`config.mk`:
```
export PLATFORM = sky130hd
export DESIGN_NAME = vga_pixel_pipeline_flat
export DESIGN_NICKNAME = d
export VERILOG_FILES = /design/src/rtl/vga_pixel_pipeline_if.sv /design/src/rtl/vga_pixel_pipeline.sv /design/src/flat_wrapper.sv
export SDC_FILE = /design/constraint.sdc
export NUM_CORES = 1
export LEC_CHECK = 0
export CORE_UTILIZATION = 40
export DETAILED_ROUTE_END_ITERATION = 6
export GPL_ROUTABILITY_DRIVEN = 1
export HOLD_SLACK_MARGIN = 0.05
export PLACE_DENSITY = 0.8
export SLEW_MARGIN = 20
export SYNTH_ARGS = -nofsm -noshare
export SYNTH_HDL_FRONTEND = slang
export SYNTH_SLANG_ARGS = --single-unit
```
`constraint.sdc`:
```
create_clock -name clk -period 2.1 [get_ports clk]
set_clock_uncertainty 0.2 [all_clocks]
set_input_delay 0.42 -clock clk [delete_from_list [all_inputs] [get_ports clk]]
set_output_delay 0.42 -clock clk [all_outputs]
set_load 0.02 [all_outputs]
```
`src/rtl/vga_pixel_pipeline_if.sv`:
```
// Pixel bus between the VGA pipeline, its upstream color source and the DAC pins.
// The master is the pipeline. It drives coordinates and DAC levels and receives color.
interface vga_pixel_pipeline_if #(
  parameter int CW    = 8,
  parameter int CNT_W = 10
);
  logic [3*CW-1:0]  color_in;
  logic [CNT_W-1:0] x_out;
  logic [CNT_W-1:0] y_out;
  logic             req;
  logic [CW-1:0]    red;
  logic [CW-1:0]    green;
  logic [CW-1:0]    blue;
  logic             hsync_n;
  logic             vsync_n;
  logic             blank_n;
  logic             sync_n;

  modport master (
    input  color_in,
    output x_out, y_out, req, red, green, blue, hsync_n, vsync_n, blank_n, sync_n
  );

  modport slave (
    output color_in,
    input  x_out, y_out, req, red, green, blue, hsync_n, vsync_n, blank_n, sync_n
  );
endinterface

```
`src/rtl/vga_pixel_pipeline.sv`:
```
// VGA timing generator and pixel output stage with a fixed color-source latency.
// Optional macro VGA_PIPE_TEST_PATTERN_EN adds test_mode and eight vertical color bars.
module vga_pixel_pipeline #(
  parameter int CW       = 8,
  parameter int CNT_W    = 10,
  parameter int H_ACTIVE = 640,
  parameter int H_FP     = 16,
  parameter int H_SYNC   = 96,
  parameter int H_BP     = 48,
  parameter int V_ACTIVE = 480,
  parameter int V_FP     = 10,
  parameter int V_SYNC   = 2,
  parameter int V_BP     = 33,
  parameter int SYNC_POL = 0,
  parameter int LATENCY  = 2
) (
  input  logic clk,
  input  logic reset,
  input  logic pix_en,
`ifdef VGA_PIPE_TEST_PATTERN_EN
  input  logic test_mode,
`endif
  output logic frame_start,
  vga_pixel_pipeline_if.master vga
);

  localparam int H_TOTAL = H_ACTIVE + H_FP + H_SYNC + H_BP;
  localparam int V_TOTAL = V_ACTIVE + V_FP + V_SYNC + V_BP;

  localparam logic [CNT_W-1:0] H_LAST_C   = CNT_W'(H_TOTAL - 1);
  localparam logic [CNT_W-1:0] V_LAST_C   = CNT_W'(V_TOTAL - 1);
  localparam logic [CNT_W-1:0] H_ACT_C    = CNT_W'(H_ACTIVE);
  localparam logic [CNT_W-1:0] V_ACT_C    = CNT_W'(V_ACTIVE);
  localparam logic [CNT_W-1:0] HS_START_C = CNT_W'(H_ACTIVE + H_FP);
  localparam logic [CNT_W-1:0] HS_END_C   = CNT_W'(H_ACTIVE + H_FP + H_SYNC);
  localparam logic [CNT_W-1:0] VS_START_C = CNT_W'(V_ACTIVE + V_FP);
  localparam logic [CNT_W-1:0] VS_END_C   = CNT_W'(V_ACTIVE + V_FP + V_SYNC);
  localparam logic             SYNC_OFF_C = (SYNC_POL == 0) ? 1'b1 : 1'b0;
  localparam logic             SYNC_ON_C  = ~SYNC_OFF_C;

  logic [CNT_W-1:0] h_q, h_d;
  logic [CNT_W-1:0] v_q, v_d;
  logic             frame_start_q, frame_start_d;
  logic             act_raw_s, hs_raw_s, vs_raw_s;
  logic             act_dly_s, hs_dly_s, vs_dly_s;
  logic [3*CW-1:0]  rgb_q, rgb_d;
  logic             hsync_n_q, hsync_n_d;
  logic             vsync_n_q, vsync_n_d;
  logic             blank_n_q, blank_n_d;
  logic             sync_n_q, sync_n_d;

  // Counter next state: h wraps into v, and the double wrap marks a frame start
  always_comb begin
    h_d           = h_q;
    v_d           = v_q;
    frame_start_d = 1'b0;
    if (h_q == H_LAST_C) begin
      h_d = '0;
      if (v_q == V_LAST_C) begin
        v_d           = '0;
        frame_start_d = 1'b1;
      end else begin
        v_d = v_q + CNT_W'(1);
      end
    end else begin
      h_d = h_q + CNT_W'(1);
    end
  end

  // Counter registers; frame_start is a single clk wide even with sparse pix_en
  always_ff @(posedge clk) begin
    if (reset) begin
      h_q           <= '0;
      v_q           <= '0;
      frame_start_q <= 1'b0;
    end else if (pix_en) begin
      h_q           <= h_d;
      v_q           <= v_d;
      frame_start_q <= frame_start_d;
    end else begin
      h_q           <= h_q;
      v_q           <= v_q;
      frame_start_q <= 1'b0;
    end
  end

  assign act_raw_s = (h_q < H_ACT_C) && (v_q < V_ACT_C);
  assign hs_raw_s  = (h_q >= HS_START_C) && (h_q < HS_END_C);
  assign vs_raw_s  = (v_q >= VS_START_C) && (v_q < VS_END_C);

`ifdef VGA_PIPE_TEST_PATTERN_EN
  localparam logic [CNT_W-1:0] BAR_W_C = CNT_W'(H_ACTIVE / 8);
  logic [CNT_W-1:0] x_dly_s;
  logic [CNT_W-1:0] bar_s;
  logic [3*CW-1:0]  pat_s;
  assign bar_s = x_dly_s / BAR_W_C;
  assign pat_s = {{CW{bar_s[2]}}, {CW{bar_s[1]}}, {CW{bar_s[0]}}};
`endif

  generate
    if (LATENCY == 0) begin : g_nodly
      assign act_dly_s = act_raw_s;
      assign hs_dly_s  = hs_raw_s;
      assign vs_dly_s  = vs_raw_s;
`ifdef VGA_PIPE_TEST_PATTERN_EN
      assign x_dly_s   = h_q;
`endif
    end else begin : g_dly
      logic [LATENCY-1:0] act_sr_q, hs_sr_q, vs_sr_q;

      // Flag alignment line, flushed to inactive/deasserted on reset
      always_ff @(posedge clk) begin
        if (reset) begin
          act_sr_q <= '0;
          hs_sr_q  <= '0;
          vs_sr_q  <= '0;
        end else if (pix_en) begin
          act_sr_q[0] <= act_raw_s;
          hs_sr_q[0]  <= hs_raw_s;
          vs_sr_q[0]  <= vs_raw_s;
          for (int i = 1; i < LATENCY; i++) begin
            act_sr_q[i] <= act_sr_q[i-1];
            hs_sr_q[i]  <= hs_sr_q[i-1];
            vs_sr_q[i]  <= vs_sr_q[i-1];
          end
        end else begin
          act_sr_q <= act_sr_q;
          hs_sr_q  <= hs_sr_q;
          vs_sr_q  <= vs_sr_q;
        end
      end

      assign act_dly_s = act_sr_q[LATENCY-1];
      assign hs_dly_s  = hs_sr_q[LATENCY-1];
      assign vs_dly_s  = vs_sr_q[LATENCY-1];

`ifdef VGA_PIPE_TEST_PATTERN_EN
      logic [CNT_W-1:0] x_sr_q [LATENCY];

      // Horizontal position delayed alongside the flags so bars line up with blank_n
      always_ff @(posedge clk) begin
        if (reset) begin
          for (int i = 0; i < LATENCY; i++) x_sr_q[i] <= '0;
        end else if (pix_en) begin
          x_sr_q[0] <= h_q;
          for (int i = 1; i < LATENCY; i++) x_sr_q[i] <= x_sr_q[i-1];
        end else begin
          for (int i = 0; i < LATENCY; i++) x_sr_q[i] <= x_sr_q[i];
        end
      end

      assign x_dly_s = x_sr_q[LATENCY-1];
`endif
    end
  endgenerate

  // Output stage next state: color gated by the delayed active flag, syncs mapped to polarity
  always_comb begin
    rgb_d     = '0;
    blank_n_d = act_dly_s;
    hsync_n_d = hs_dly_s ? SYNC_ON_C : SYNC_OFF_C;
    vsync_n_d = vs_dly_s ? SYNC_ON_C : SYNC_OFF_C;
    sync_n_d  = ~(hs_dly_s | vs_dly_s);
    if (act_dly_s) begin
`ifdef VGA_PIPE_TEST_PATTERN_EN
      if (test_mode) begin
        rgb_d = pat_s;
      end else begin
        rgb_d = vga.color_in;
      end
`else
      rgb_d = vga.color_in;
`endif
    end else begin
      rgb_d = '0;
    end
  end

  // Output registers feeding the DAC pins
  always_ff @(posedge clk) begin
    if (reset) begin
      rgb_q     <= '0;
      blank_n_q <= 1'b0;
      hsync_n_q <= SYNC_OFF_C;
      vsync_n_q <= SYNC_OFF_C;
      sync_n_q  <= 1'b1;
    end else if (pix_en) begin
      rgb_q     <= rgb_d;
      blank_n_q <= blank_n_d;
      hsync_n_q <= hsync_n_d;
      vsync_n_q <= vsync_n_d;
      sync_n_q  <= sync_n_d;
    end else begin
      rgb_q     <= rgb_q;
      blank_n_q <= blank_n_q;
      hsync_n_q <= hsync_n_q;
      vsync_n_q <= vsync_n_q;
      sync_n_q  <= sync_n_q;
    end
  end

  assign vga.x_out   = h_q;
  assign vga.y_out   = v_q;
  assign vga.req     = act_raw_s;
  assign vga.red     = rgb_q[CW-1:0];
  assign vga.green   = rgb_q[2*CW-1:CW];
  assign vga.blue    = rgb_q[3*CW-1:2*CW];
  assign vga.hsync_n = hsync_n_q;
  assign vga.vsync_n = vsync_n_q;
  assign vga.blank_n = blank_n_q;
  assign vga.sync_n  = sync_n_q;
  assign frame_start = frame_start_q;

endmodule

```
`src/flat_wrapper.sv`:
```
// flat-port wrapper written by rule: the top's interface ports become plain ports
module vga_pixel_pipeline_flat 
#(
  parameter int CW       = 8,
  parameter int CNT_W    = 10,
  parameter int H_ACTIVE = 640,
  parameter int H_FP     = 16,
  parameter int H_SYNC   = 96,
  parameter int H_BP     = 48,
  parameter int V_ACTIVE = 480,
  parameter int V_FP     = 10,
  parameter int V_SYNC   = 2,
  parameter int V_BP     = 33,
  parameter int SYNC_POL = 0,
  parameter int LATENCY  = 2
)
  (clk, reset, pix_en, frame_start, vga_color_in, vga_x_out, vga_y_out, vga_req, vga_red, vga_green, vga_blue, vga_hsync_n, vga_vsync_n, vga_blank_n, vga_sync_n);
  vga_pixel_pipeline_if #(.CW(CW), .CNT_W(CNT_W)) vga_i ();
  input  logic clk;
  input  logic reset;
  input  logic pix_en;
  output logic frame_start;
  input wire logic [$bits(vga_i.color_in)-1:0] vga_color_in;
  output wire logic [$bits(vga_i.x_out)-1:0] vga_x_out;
  output wire logic [$bits(vga_i.y_out)-1:0] vga_y_out;
  output wire logic [$bits(vga_i.req)-1:0] vga_req;
  output wire logic [$bits(vga_i.red)-1:0] vga_red;
  output wire logic [$bits(vga_i.green)-1:0] vga_green;
  output wire logic [$bits(vga_i.blue)-1:0] vga_blue;
  output wire logic [$bits(vga_i.hsync_n)-1:0] vga_hsync_n;
  output wire logic [$bits(vga_i.vsync_n)-1:0] vga_vsync_n;
  output wire logic [$bits(vga_i.blank_n)-1:0] vga_blank_n;
  output wire logic [$bits(vga_i.sync_n)-1:0] vga_sync_n;
  assign vga_i.color_in = vga_color_in;
  assign vga_x_out = vga_i.x_out;
  assign vga_y_out = vga_i.y_out;
  assign vga_req = vga_i.req;
  assign vga_red = vga_i.red;
  assign vga_green = vga_i.green;
  assign vga_blue = vga_i.blue;
  assign vga_hsync_n = vga_i.hsync_n;
  assign vga_vsync_n = vga_i.vsync_n;
  assign vga_blank_n = vga_i.blank_n;
  assign vga_sync_n = vga_i.sync_n;
  vga_pixel_pipeline #(.CW(CW), .CNT_W(CNT_W), .H_ACTIVE(H_ACTIVE), .H_FP(H_FP), .H_SYNC(H_SYNC), .H_BP(H_BP), .V_ACTIVE(V_ACTIVE), .V_FP(V_FP), .V_SYNC(V_SYNC), .V_BP(V_BP), .SYNC_POL(SYNC_POL), .LATENCY(LATENCY)) u_core (.clk(clk), .reset(reset), .pix_en(pix_en), .frame_start(frame_start), .vga(vga_i));
endmodule
```
Word-level counts from Yosys, hierarchy flattened
Index checks and enable logic that the tools add are counted. Widths: inputs -> output; s select.

Output and inout bits: 50. Register bits: 55. Logic and storage cells: 36. Input bits: 27.

Reduce and logical (&&, ||, !) cells: 5. Equality and inequality tests: 2. Muxes and demuxes: 6. $add $sub $neg: 2. Bitwise gates (word level): 4. Order comparisons: 6.

Operators with widths (number): $mux 24 (1); $add 10x1->10 const B (2); $eq 10x10->1 const B (2); $lt 10x10->1 const B (2); $lt 10x9->1 const B (2); $mux 10 (2); $ge 10x10->1 const B (1); $ge 10x9->1 const B (1); $logic_and 1x1->1 (3); $mux 1 (3); $not 1->1 (3); $reduce_or 3->1 (1); $reduce_and 2->1 (1); $or 1x1->1 (1).

Depth between registers and ports, before layout
Gate-level depths: netlist of run 1.

Word-level depth: 3. Mapped depth: 7. Depth with buffers taken out: 6.

Worst setup path after synthesis of run 1
OpenSTA, ideal clock, no wires.

Kind: reg2reg. Start point: reg u_core.h_q[0], in the netlist u_core.vga.x_out[0]. End point: reg u_core.v_q[4], in the netlist u_core.vga.y_out[4]. Setup time: 0.070 ns. Data arrival time: 1.751 ns. Required time: 1.830 ns. Period minus slack after synthesis: 2.022 ns. Path buffers: 1. Cell stages (with the launch flop): 7. Slack: 0.078 ns. Path through: dfxtp_1 -> ha_1 -> and3_1 -> buf_2 -> nand4_4 -> or4b_1 -> a21oi_1.

Word-level cells in the longest chain between the ends: 2.

Ends and longest elaborated chain: start: declaration (RTL line vga_pixel_pipeline.sv:41) `logic [CNT_W-1:0] h_q, h_d;`; start signal: assignment (RTL line vga_pixel_pipeline.sv:81) `h_q <= h_q;`; $eq 10x10->1 (RTL line vga_pixel_pipeline.sv:57) `if (h_q == H_LAST_C) begin`; $reduce_and 2->1 (no source line); end signal: assignment (RTL line vga_pixel_pipeline.sv:78) `v_q <= v_d;`; end signal: assignment (RTL line vga_pixel_pipeline.sv:82) `v_q <= v_q;`; end: declaration (RTL line vga_pixel_pipeline.sv:42) `logic [CNT_W-1:0] v_q, v_d;`.

Every way passes these cells. A chain may end at the register's enable or synchronous reset.

Final worst setup path of run 1
Start point: reg u_core.v_q[8], in the netlist u_core.vga.y_out[8]. End point: out vga_req.

Word-level cells in the longest chain between the ends: 2.

Ends and longest elaborated chain: $lt 10x9->1 (RTL line vga_pixel_pipeline.sv:87) `assign act_raw_s = (h_q < H_ACT_C) && (v_q < V_ACT_C);`; $logic_and 1x1->1 (RTL line vga_pixel_pipeline.sv:87); end: declaration (RTL line flat_wrapper.sv:26) `output wire logic [$bits(vga_i.req)-1:0] vga_req;`.

Every way passes these cells.

==> out/metrics.cfg, run 1 <==
[finish]
regArea_mm2 = 0.00110
layout-drive-gt1-share = 0.114
layout_commonest_cell = clkdlybuf4s50_1
finalNonFillerCells = 404
most-common-layout-cells = 72 x clkdlybuf4s50_1, 54 x dfxtp_1, 40 x nor2_1
antenna_cells = 0
nets = 365
syn2layout_area_growth_pct = 48.4
multi_input_area_mm2 = 0.00107
fillCellCount = 453
final_cell_area_mm2 = 0.00334

[sta]
worst_hold_slack_ps = 263
finalSetupTns_ps = 0
rsz0062_at_grt = yes
post-route-min-period_ps = 2070
finalCritPeriodShare = 0.988
relSlewSlack = 0.782
worst-slew-pin-transition_ps = 326
timing.fmax_mhz = 482
setup_viol_count_final = 0
drv_slew = 0
hold_viol = 0

[clock_tree]
cts_root_buffer = clkbuf_8
clk_latency_ps = 300
cts.reportedPaths.clkPinSlew_ps = 100
cts_tree = built
clock_path_buffers = 2
cts-buffers-inserted = 5
clock_sinks = 55
htreeDepth = 2

[routing]
first_pass_iters = 4
wire_per_inst_um = 14.0
num_vias = 2092
drcViolationCount = 0
viasPerCell = 5.18
wirelength_mm = 5.64
dr.first_iter.drc_count = 159
ant_nets = 0

[setup_path]
arrival_ps = 1450
critical_path_class = register to output pin
crit_required_ps = 1480
worst-r2r-cell-count = 5
start_kind = register
r2r_end = u_core.vga.y_out[4]
cp-end-kind = output pin
reg2reg_from = u_core.vga.x_out[0]
crit_path_max_fanout = 2
r2r_slack_ps = 200

[pwr]
power_frac_comb = 0.099
p_total_mw = 1.83
p_per_area_mw_per_mm2 = 547
internal_power_mw = 1.40
p_seq_frac = 0.582
switching_share = 0.237
clockPowerShare = 0.319
p_switching_mw = 0.433
p_leak_nw = 1.28
ir_drop_v = 0.000352

[yosys]
yosysUniqueCellTypes = 43
ys.flop_type = dfxtp_1
ys_seq_elements = 55
syn-cell-area_mm2 = 0.00225
synth.avg_cell_area_um2 = 9.27
syn_nets = 275
yosysWarningCount = 0
synth_enable_flop_cells = 0
yosysSeqAreaShare = 0.489
synth_cells = 243
async_flop_share = 0

[die]
die_h_um = 77.0
start_util = 0.427
core-area_mm2 = 0.00527
die_w_um = 77.0
dieArea_mm2 = 0.00593
ios = 77
fp-row-count = 26

[global_routing]
grt_pass1_vias = 1977
antenna_found_initial = 0
grt_pass1_wl_mm = 9.20
grtUsageTotal = 0.193
grt_overflow = 0
grt_max_degree = 30

[hold_path]
whs_path_depth = 1
worstHoldEndpoint = u_core.vga.sync_n
min_path_type = register to register
hold_start = u_core.g_dly.vs_sr_q[1]

[placed_design]
numPortBuffers = 76
place_area_mm2 = 0.00324
dp.cells = 396
dp_hpwl_mm = 4.05
gp_congestion = 0.920

[job]
maxCapViolCount = 0

[outcome]
status = completed

[how the worst max path moves through the flow]
| stage | startpoint | to | slack [ps] | depth (start not counted) |
|---|---|---|---|---|
| after floorplan | u_core.vga.x_out[0] | u_core.vga.y_out[4] | 80 | 6 |
| after global placement | pix_en | u_core.vga.y_out[4] | -130 | 5 |
| after detailed placement | pix_en | u_core.vga.y_out[4] | -160 | 5 |
| after CTS | u_core.vga.y_out[8] | vga_req | 10 | 3 |
| after global routing | u_core.vga.y_out[8] | vga_req | -40 | 3 |
| final | u_core.vga.y_out[8] | vga_req | 30 | 3 |
[critical path: stages (launching register included)]
cell             delay [ps]
dfxtp_1                 340
and4_1                  210
nor3_1                  260
clkdlybuf4s15_1         350
[power by group through the flow]
stage	registers, mW	clock network (mW)	logic (mW)
after floorplan	1.11	0	0.0579
after global placement	1.09	0	0.178
after detailed placement	1.09	0	0.181
after global routing	1.07	0.652	0.196
final	1.06	0.583	0.181
after CTS	1.07	0.597	0.182
[cells by family (layout without fill, tap and decap cells)]
| kind of cell | count (synthesis) | count (layout) | share of synthesized area |
|---|---|---|---|
| AND/OR/NAND/NOR | 94 | 94 | 0.228 |
| flip-flops | 55 | 55 | 0.489 |
| AO/OA/AOI/OAI | 54 | 54 | 0.161 |
| buffers and inverters | 21 | 112 | 0.0372 |
| XOR/XNOR | 9 | 9 | 0.0350 |
| adder cells (fa/ha/maj) | 5 | 5 | 0.0278 |
| multiplexers | 5 | 5 | 0.0222 |
[routing by layer]
metal	GRT usage	up-vias	part of all wire	wire (µm)
met5	0	-	0	0
met4	0.0660	0	0.019	106
met3	0.0417	9	0.038	215
met2	0.327	56	0.50	2820
met1	0.241	985	0.44	2500
li1	-	1042	-	-
[cell type report]
| class | count | area share |
|---|---|---|
| multi-input cells | 167 | 0.320 |
| well taps | 70 | 0.0262 |
| clock buffers | 6 | 0.0217 |
| flip-flops and latches | 55 | 0.330 |
| clock inverters | 2 | 0.00524 |
| inverters | 6 | 0.00674 |
| repair buffers | 98 | 0.291 |
[registers in the layout, summed over array words and instances (netlist names), 2 cells and up]
register / flops
u_core.rgb_q: 24
u_core.vga.x_out: 10
u_core.vga.y_out: 10
u_core.g_dly.act_sr_q: 2
u_core.g_dly.hs_sr_q: 2
u_core.g_dly.vs_sr_q: 2
[cell usage after synthesis, drive strengths merged, types with 6 or more instances]
master | instances | area [µm²]
inv | 6 | 22.5
nand2 | 12 | 45.0
xor2 | 7 | 61.3
clkbuf | 10 | 37.5
dfxtp | 55 | 1100
a22oi | 25 | 188
nor2 | 40 | 150
a21oi | 12 | 60.1
o31ai | 6 | 45.0
o21ai | 6 | 30.0
[through the flow]
step / setup slack (ps) / util
2_1_floorplan: 78.4 / -
3_3_place_gp: -126 / 0.615
3_5_place_dp: -160 / 0.615
4_1_cts: 11.6 / 0.632
5_1_grt: -36.8 / 0.634
6_report: 25.3 / 0.634
[timing repair]
action                                  in CTS  in global routing
pin swaps                                    0                  0
setup buffers                                0                  0
endpoints found under the hold margin        0                  0
resized for setup                            1                  6
hold buffers                                 0                  0
endpoints found under the setup margin       1                  6
(Power assumes the default switching activity.)
==> run 2: changes to the inputs <==
Settings changed: CORE_UTILIZATION 40 to 45, PLACE_DENSITY 0.8 to 0.87.
==> run 2 against run 1 <==
Final cell count fell by 0.74%; combinational power fell by 2%; worst setup slack improved by 37 ps; largest power group unchanged; critical path type unchanged; global-route usage rose by 3.2 points; sequential cell count did not move; critical path depth fell by 2; clock-buffer cell count did not move; hold slack improved by 15 ps; register-to-register slack got worse by 60 ps; highest routed layer unchanged; final area fell by 0.97%; sequential share of layout area rose by 0.29 points; sequential power barely moved.
==> out/metrics.cfg, run 2 (synthesis gave the netlist of run 1 again) <==
[outcome]
status = completed

[placed_design]
dp_hpwl_mm = 4.25
dp.cells = 393
gp_congestion = 0.929
numPortBuffers = 76

[setup_path]
path_depth = 1
start_kind = register
worst-r2r-cell-count = 5
worst_path_max_delay_cell = clkdlybuf4s50_1
arrival_ps = 1420
max_stage_delay_ps = 650
crit_buf_inv = 1
critical_path_class = register to output pin
cp-end-kind = output pin
cp_top_family = buffers and inverters
crit_path_max_fanout = 9
startpoint = u_core.vga.y_out[4]
crit_required_ps = 1480
reg2reg_from = u_core.vga.x_out[1]
path_cells = clkdlybuf4s50_1

[die]
die_h_um = 72.7
start_util = 0.474
die_w_um = 72.7
fp-row-count = 25
ios = 77
dieArea_mm2 = 0.00529
core-area_mm2 = 0.00475

[finish]
layout-drive-gt1-share = 0.111
syn2layout_area_growth_pct = 46.9
fillCellCount = 401
regArea_mm2 = 0.00110
nets = 365
largest_reg_flops = 24
antenna_cells = 0
most-common-layout-cells = 74 x clkdlybuf4s50_1, 55 x dfxtp_1, 40 x nor2_1
layout_commonest_cell = clkdlybuf4s50_1
multi_input_area_mm2 = 0.00107
largest-register = u_core.rgb_q
finalNonFillerCells = 401

[sta]
finalCritPeriodShare = 0.971
worst_hold_slack_ps = 278
relSlewSlack = 0.760
worst-slew-pin-transition_ps = 355
hold_viol = 0
timing.fmax_mhz = 491
drv_slew = 0
post-route-min-period_ps = 2040
rsz0062_at_grt = no
setup_viol_count_final = 0

[clock_tree]
htreeDepth = 2
cts_root_buffer = clkbuf_8
cts_tree = built
cts-buffers-inserted = 5
clock_sinks = 55
clk_latency_ps = 300
cts.reportedPaths.clkPinSlew_ps = 90
clock_path_buffers = 2

[hold_path]
whs_path_depth = 2
min_path_type = register to register
hold_start = u_core.g_dly.vs_sr_q[0]

[routing]
viasPerCell = 5.39
num_vias = 2160
first_pass_iters = 4
wirelength_mm = 5.84
dr.first_iter.drc_count = 204
drcViolationCount = 0
wire_per_inst_um = 14.6
ant_nets = 0

[global_routing]
grt_pass1_vias = 1969
grt_pass1_wl_mm = 9.11
grt_max_degree = 34
grt_overflow = 0
grtUsageTotal = 0.225
antenna_found_initial = 0

[pwr]
ir_drop_v = 0.000506
p_leak_nw = 1.23
p_per_area_mw_per_mm2 = 553
p_total_mw = 1.83

[job]
maxCapViolCount = 0

[run 2: cell count changes in the layout (fill, tap and decap cells not counted), moves of 2 or more]
| cell | previous run | this run |
|---|---|---|
| buf_12 | 3 | 1 |
| buf_4 | 19 | 21 |
| clkdlybuf4s50_1 | 72 | 74 |
| clkinv_4 | 2 | 0 |
| dlymetal6s2s_1 | 3 | 1 |
[run 2: final timing paths]
path / to / slack, ps
hold reg to reg: u_core.g_dly.vs_sr_q[0] / 280
setup / recovery: vga_y_out[4] / 60
hold / removal: u_core.g_dly.vs_sr_q[0] / 280
setup reg to reg: u_core.vga.y_out[3] / 140
[run 2: final cells by class]
| type | instances | area share |
|---|---|---|
| tap | 67 | 0.0253 |
| clock inverter | 2 | 0.00491 |
| inverter | 6 | 0.00681 |
| multi-input combinational | 167 | 0.324 |
| clock buffer | 6 | 0.0219 |
| sequential | 55 | 0.333 |
| timing repair buffer | 98 | 0.284 |
[run 2: timing repair]
item / in CTS / in global routing
hold buffers: 0 / 0
pin swaps: 0 / 0
endpoints found under the setup margin: 1 / 1
resized for setup: 3 / 1
setup buffers: 0 / 0
[run 2: per-stage QoR]
| step | util | TNS [ps] | instance area [µm²] | setup slack (ps) |
|---|---|---|---|---|
| 6_report | 0.696 | 0 | 3310 | 61.8 |
| 5_1_grt | 0.696 | 0 | 3310 | 4.35 |
| 4_1_cts | 0.696 | 0 | 3310 | 13.0 |
| 3_5_place_dp | 0.676 | -826 | 3210 | -154 |
| 3_3_place_gp | 0.676 | -498 | 3210 | -132 |
| 2_1_floorplan | - | 0 | 2250 | 78.4 |
[run 2: per-layer routing]
layer / share of wire / global-route usage / vias up
met1: 0.41 / 0.273 / 1039
met5: 0 / 0 / -
met3: 0.048 / 0.0470 / 10
met4: 0.020 / 0.0959 / 0
met2: 0.52 / 0.384 / 66
li1: - / - / 1045
[run 2: worst register-to-register path, delay by kind of cell, from the launching register on]
kind | cells | cell delay [ps]
AOI/OAI and AO/OA | 1 | 170
and+or+nand+nor | 3 | 1030
DFF | 1 | 350
adders and majority gates | 1 | 160
[run 2: where the power goes]
part | switching (mW) | total [mW] | internal (mW) | leakage [nW]
logic | 0.0827 | 0.177 | 0.0944 | 0.748
registers | 0.00758 | 1.06 | 1.06 | 0.445
clock network | 0.349 | 0.589 | 0.240 | 0.0418
